===== src/rtl/multiplier_array_pipe_if.sv =====
// Operand/product handshake bundle for the pipelined array multiplier.
// The producer drives operands on the in_* side and the consumer drives out_ready.
interface multiplier_array_pipe_if #(
    parameter int WIDTH = 4
);
    logic                 in_valid;
    logic                 in_ready;
    logic [WIDTH-1:0]     a;
    logic [WIDTH-1:0]     b;
    logic                 sgn;
    logic                 out_valid;
    logic                 out_ready;
    logic [2*WIDTH-1:0]   y;

    // Environment side: supplies operands and accepts products.
    modport master (
        output in_valid, a, b, sgn, out_ready,
        input  in_ready, out_valid, y
    );

    // Multiplier side.
    modport slave (
        input  in_valid, a, b, sgn, out_ready,
        output in_ready, out_valid, y
    );
endinterface


===== src/rtl/multiplier_array_pipe.sv =====
// Pipelined array multiplier. An input register stage is followed by
// WIDTH/ROWS_PER_STAGE accumulation stages, each adding ROWS_PER_STAGE
// shifted partial-product rows. Signed mode sign-extends the multiplicand
// and subtracts the row selected by the multiplier MSB. The whole pipe
// stalls together when the output holds a product nobody accepts.
module multiplier_array_pipe #(
    parameter int WIDTH          = 4,
    parameter int ROWS_PER_STAGE = 1
) (
    input  logic                   clk,
    input  logic                   rst_n,
    multiplier_array_pipe_if.slave bus_if
);
    localparam int STAGES = WIDTH / ROWS_PER_STAGE;
    localparam int PW     = 2 * WIDTH;

    // Stage 0 is the input register; stage STAGES drives the outputs.
    logic [WIDTH-1:0] a_q     [0:STAGES];
    logic [WIDTH-1:0] b_q     [0:STAGES];
    logic             sgn_q   [0:STAGES];
    logic             valid_q [0:STAGES];
    logic [PW-1:0]    sum_q   [0:STAGES];

    logic [WIDTH-1:0] a_d     [0:STAGES];
    logic [WIDTH-1:0] b_d     [0:STAGES];
    logic             sgn_d   [0:STAGES];
    logic             valid_d [0:STAGES];
    logic [PW-1:0]    sum_d   [0:STAGES];

    logic adv;

    // Adds partial-product row idx (selected by a[idx]) to acc, modulo 2^PW.
    // In signed mode the MSB row has negative weight, so it is subtracted.
    function automatic logic [PW-1:0] add_row(
        input logic [PW-1:0]    acc,
        input logic [WIDTH-1:0] a_v,
        input logic [WIDTH-1:0] b_v,
        input logic             s_v,
        input int               idx
    );
        logic [PW-1:0]    bext;
        logic [PW-1:0]    row;
        logic [WIDTH-1:0] a_sh;
        bext = {{WIDTH{s_v & b_v[WIDTH-1]}}, b_v};
        a_sh = a_v >> idx;
        row  = a_sh[0] ? (bext << idx) : '0;
        if (s_v && (idx == WIDTH - 1))
            return acc - row;
        else
            return acc + row;
    endfunction

    // Global stall: move only when the output slot is empty or being drained.
    assign adv              = bus_if.out_ready | ~valid_q[STAGES];
    assign bus_if.in_ready  = adv;
    assign bus_if.out_valid = valid_q[STAGES];
    assign bus_if.y         = sum_q[STAGES];

    // Next-state for every stage: capture inputs, then accumulate rows stage by stage.
    always_comb begin
        // NOTE: every _d element is assigned on every pass, so no latch can be inferred.
        a_d[0]     = bus_if.a;
        b_d[0]     = bus_if.b;
        sgn_d[0]   = bus_if.sgn;
        valid_d[0] = bus_if.in_valid;
        sum_d[0]   = '0;
        for (int k = 1; k <= STAGES; k++) begin
            a_d[k]     = a_q[k-1];
            b_d[k]     = b_q[k-1];
            sgn_d[k]   = sgn_q[k-1];
            valid_d[k] = valid_q[k-1];
            sum_d[k]   = sum_q[k-1];
            for (int r = 0; r < ROWS_PER_STAGE; r++) begin
                sum_d[k] = add_row(sum_d[k], a_q[k-1], b_q[k-1], sgn_q[k-1],
                                   (k - 1) * ROWS_PER_STAGE + r);
            end
        end
    end

    // Pipeline registers: cleared by reset, loaded together when the pipe advances.
    always_ff @(posedge clk or negedge rst_n) begin
        if (!rst_n) begin
            // NOTE: the stage arrays are ordinary registers, not RAM, so they are
            // all cleared here; reset discards in-flight products and zeroes y.
            for (int k = 0; k <= STAGES; k++) begin
                a_q[k]     <= '0;
                b_q[k]     <= '0;
                sgn_q[k]   <= 1'b0;
                valid_q[k] <= 1'b0;
                sum_q[k]   <= '0;
            end
        end else if (adv) begin
            // NOTE: non-blocking so every stage samples its predecessor's old value.
            for (int k = 0; k <= STAGES; k++) begin
                a_q[k]     <= a_d[k];
                b_q[k]     <= b_d[k];
                sgn_q[k]   <= sgn_d[k];
                valid_q[k] <= valid_d[k];
                sum_q[k]   <= sum_d[k];
            end
        end
    end
endmodule


===== src/flat_wrapper.sv =====
// flat-port wrapper written by rule: the top's interface ports become plain ports
module multiplier_array_pipe_flat 
#(
    parameter int WIDTH          = 4,
    parameter int ROWS_PER_STAGE = 1
)
  (clk, rst_n, bus_if_in_valid, bus_if_a, bus_if_b, bus_if_sgn, bus_if_out_ready, bus_if_in_ready, bus_if_out_valid, bus_if_y);
  multiplier_array_pipe_if #(.WIDTH(WIDTH)) bus_if_i ();
  input  logic clk;
  input  logic rst_n;
  input wire logic [$bits(bus_if_i.in_valid)-1:0] bus_if_in_valid;
  input wire logic [$bits(bus_if_i.a)-1:0] bus_if_a;
  input wire logic [$bits(bus_if_i.b)-1:0] bus_if_b;
  input wire logic [$bits(bus_if_i.sgn)-1:0] bus_if_sgn;
  input wire logic [$bits(bus_if_i.out_ready)-1:0] bus_if_out_ready;
  output wire logic [$bits(bus_if_i.in_ready)-1:0] bus_if_in_ready;
  output wire logic [$bits(bus_if_i.out_valid)-1:0] bus_if_out_valid;
  output wire logic [$bits(bus_if_i.y)-1:0] bus_if_y;
  assign bus_if_i.in_valid = bus_if_in_valid;
  assign bus_if_i.a = bus_if_a;
  assign bus_if_i.b = bus_if_b;
  assign bus_if_i.sgn = bus_if_sgn;
  assign bus_if_i.out_ready = bus_if_out_ready;
  assign bus_if_in_ready = bus_if_i.in_ready;
  assign bus_if_out_valid = bus_if_i.out_valid;
  assign bus_if_y = bus_if_i.y;
  multiplier_array_pipe #(.WIDTH(WIDTH), .ROWS_PER_STAGE(ROWS_PER_STAGE)) u_core (.clk(clk), .rst_n(rst_n), .bus_if(bus_if_i));
endmodule

===== config.mk =====
export PLATFORM = sky130hd
export DESIGN_NAME = multiplier_array_pipe_flat
export DESIGN_NICKNAME = d
export VERILOG_FILES = /design/src/rtl/multiplier_array_pipe_if.sv /design/src/rtl/multiplier_array_pipe.sv /design/src/flat_wrapper.sv
export SDC_FILE = /design/constraint.sdc
export NUM_CORES = 1
export LEC_CHECK = 0
export BUFFER_PORTS_ARGS = -buffer_cell sky130_fd_sc_hd__buf_2
export CAP_MARGIN = 10
export CORE_MARGIN = 10
export CORE_UTILIZATION = 59
export CTS_BUF_LIST = sky130_fd_sc_hd__clkbuf_16
export CTS_CLUSTER_SIZE = 20
export DETAILED_ROUTE_END_ITERATION = 7
export MAX_ROUTING_LAYER = met4
export PLACE_DENSITY = 0.89
export SLEW_MARGIN = 15
export SYNTH_ARGS = -nofsm -noshare
export SYNTH_HDL_FRONTEND = slang
export SYNTH_SLANG_ARGS = --single-unit

===== constraint.sdc =====
create_clock -name clk -period 2.63 [get_ports clk]
set_clock_uncertainty 0.15 [all_clocks]
set_input_delay 0.1315 -clock clk [delete_from_list [all_inputs] [get_ports clk]]
set_output_delay 0.1315 -clock clk [all_outputs]
set_load 0.02 [all_outputs]

==> results.yml <==
routing:
  drt.antenna.violating_nets: 0
  wl_per_cell_um: 13.3
  totalWireLength_mm: 5.88
  num_vias: 2332
  viasPerCell: 5.26
  drtIter0Drc: 214
  drc: 0
  dr.pass1.iters: 5
placed_design:
  portBuffers: 22
  place_congestion: 0.866
  hpwlAfterDp_mm: 3.97
  dp.cells: 416
grt:
  grt.met2_usage: 0.261
  grt_busiest_layer: "met2"
  antenna_found_initial: 0
  grt_max_degree: 65
  grt_overflow: 0
  grt_pass1_wl_mm: 10.3
  met1_usage: 0.150
  grt_usage: 0.152
  grt_pass1_vias: 2406
  grtUsageMet3: 0.0505
clock_tree:
  cts_root_buf: "clkbuf_16"
  clock_path_buffers: 2
  cts.htree.levels: 3
  cts.clk_slew.worst_paths_ps: 50
  numCtsBuffers: 9
  cts_sinks: 64
  insertion_delay_ps: 320
  tritoncts: "done"
floorplanning:
  rows: 26
  dieArea_mm2: 0.00848
  initial_core_util: 0.604
  die_h_um: 92.1
  core-area_mm2: 0.00507
  ios: 23
  die_x_um: 92.1
logic_synthesis:
  yosys_warnings: 0
  synth_top_area_cell: "dfrtp_1"
  synth_fp_nets: 372
  synth_async_sr_flop_share: 1.00
  syn_area_per_cell_um2: 8.96
  synth-edff-count: 0
  syn_inst: 342
  yosysMostFrequentCell: "nand2_1"
  synth_seq_area_share: 0.522
  yosys-top-cells-count: "nand2_1, dfrtp_1, ha_1"
  synth_area_leaders: "dfrtp_1, nand2_1, ha_1"
  synth_ff_type: "dfrtp_1"
  ys_seq_elements: 64
  yosysUniqueCellTypes: 36
  synth_top_area_share: 0.522
  synthesis.area_mm2: 0.00307
setup_path:
  criticalPathCategory: "flop to flop"
  crit_start: "u_core.a_d[3]"
  worstPathCellList: "nand2_1, ha_1, and2b_2, a31oi_1, ha_1, o21a_1, o21a_1, o21a_1, o31ai_1"
  crit_path_frequent_cell: "o21a_1"
  path_delay_family: "compound AO/OA/AOI/OAI gates"
  r2r_start: "u_core.a_d[3]"
  crit_required_ps: 2710
  end_kind: "flop"
  worst-path-buf-inv: 0
  crit_path_top_delay_cell: "dfrtp_2"
  critPathMaxFanout: 8
  setup.worst_path.start_class: "flop"
  critPathArrivalTime_ps: 2470
  cpPeakStageDelay_ps: 430
finish:
  final_cells: 443
  nets: 398
  areaGrowthSynthToFinish_pct: 16.5
  drive_above_1_share: 0.118
  antenna_cells: 0
  fillers: 393
hold_path:
  worstHoldPathType: "input port to flop"
  hp-start: "bus_if_out_ready"
timing:
  hold_violations: 0
  fin_crit_sh: 0.908
  slew_violations: 0
  fin_crit_ps: 2390
  setup_viol_count_final: 0
  rsz0062_at_grt: "false"
  worst-slew-pin-transition_ps: 897
  fin_tns_setup_ps: 0
  max_slew_margin: 0.402
  fmax_ghz: 0.419
power:
  peakVddDrop_uv: 891
  p_per_area_mw_per_mm2: 1240
  cellLeakagePower_nw: 1.90
run:
  drv_cap: 0
outcome:
  status: "finished, final reports clean"
## power breakdown
group	switching, W	internal [W]
sequential	0.000307	0.00142
combinational	0.000961	0.000719
clock	0.000396	0.000618
total	0.00166	0.00276
## per-stage QoR
stage / setup slack, ps / util / hold WS [ps] / area [µm²] / power, W
6_report: 242 / 0.704 / 58.4 / 3570 / 0.00442
4_1_cts: 187 / 0.703 / 50.0 / 3570 / 0.00444
5_1_grt: 73.7 / 0.704 / 91.0 / 3570 / 0.00479
3_5_place_dp: 233 / 0.631 / 162 / 3200 / 0.00340
2_1_floorplan: 386 / - / -314 / 3070 / 0.00302
3_3_place_gp: 333 / 0.631 / 156 / 3200 / 0.00327
## sequential cells by signal, summed over array words and instances (netlist names)
| register | count |
|---|---|
| u_core.a_d | 10 |
| u_core.sgn_d | 4 |
| u_core.sum_q | 21 |
| u_core.bus_if.y | 8 |
| u_core.valid_d | 4 |
| u_core.b_d | 16 |
| u_core.bus_if.out_valid | 1 |
## placed cells by master, fill, tap and decap left out, types with 2 or more instances in the layout
cell type and n:
nor2_1 8, ha_1 15, nor3_1 4, nand2_1 146
dlygate4sd3_1 11, a211o_1 2, or3_1 2, and2_1 7
clkinv_2 4, dfrtp_1 63, buf_2 22, buf_4 4
xnor2_1 2, clkbuf_16 9, o31ai_1 4, nand3_1 4
nand2b_1 2, a31oi_1 3, o21ai_0 6, o21a_1 4
fa_1 2, a21oi_1 8, nand4_1 4, inv_1 8
xor2_1 6, and3_1 3, a21o_1 5
## kinds of logic after synthesis
family | count (synthesis) | synth area share
simple gates | 185 | 0.251
flops | 64 | 0.522
compound gates | 38 | 0.0829
buf+inv | 30 | 0.0469
fa+ha+maj | 17 | 0.0743
xor+xnor | 8 | 0.0229
## final cells by class
type,instances,area [µm²],area share
sequential,64,1600,0.449
multi-input combinational,248,1330,0.372
timing repair buffer,38,270,0.0757
clock buffer,9,225,0.0631
tap,70,87.6,0.0245
clock inverter,7,31.3,0.00876
inverter,7,26.3,0.00736
## worst reg2reg max path, delay by kind of cell (launching register included)
kind / cells / cell delay (ps)
DFF: 1 / 430
adders and majority gates: 2 / 550
AOI/OAI and AO/OA: 5 / 880
and+or+nand+nor: 2 / 300
## layer usage
metal,wire length [µm],up-vias
li1,-,1159
met1,2380,1113
met2,3150,53
met3,275,7
met4,74,0
met5,0,-
## worst paths after layout
path / end / slack (ps) / depth (start not counted)
max: u_core.bus_if.y[6] / 240 / 9
min: u_core.bus_if.out_valid / 60 / 4
max reg2reg: u_core.bus_if.y[6] / 240 / 9
min reg2reg: u_core.valid_d[0] / 300 / 2
max in group asynchronous: u_core.a_d[3] / 1250 / 3
min in group asynchronous: u_core.bus_if.y[4] / 310 / 2
## what timing repair did
action / 4_1_cts / 5_1_grt
resized for setup: 0 / 1
hold buffers: 11 / 0
endpoints found under the hold margin: 50 / 0
setup endpoints to repair: 0 / 1
setup buffers: 0 / 0
(Power assumes the default switching activity.)
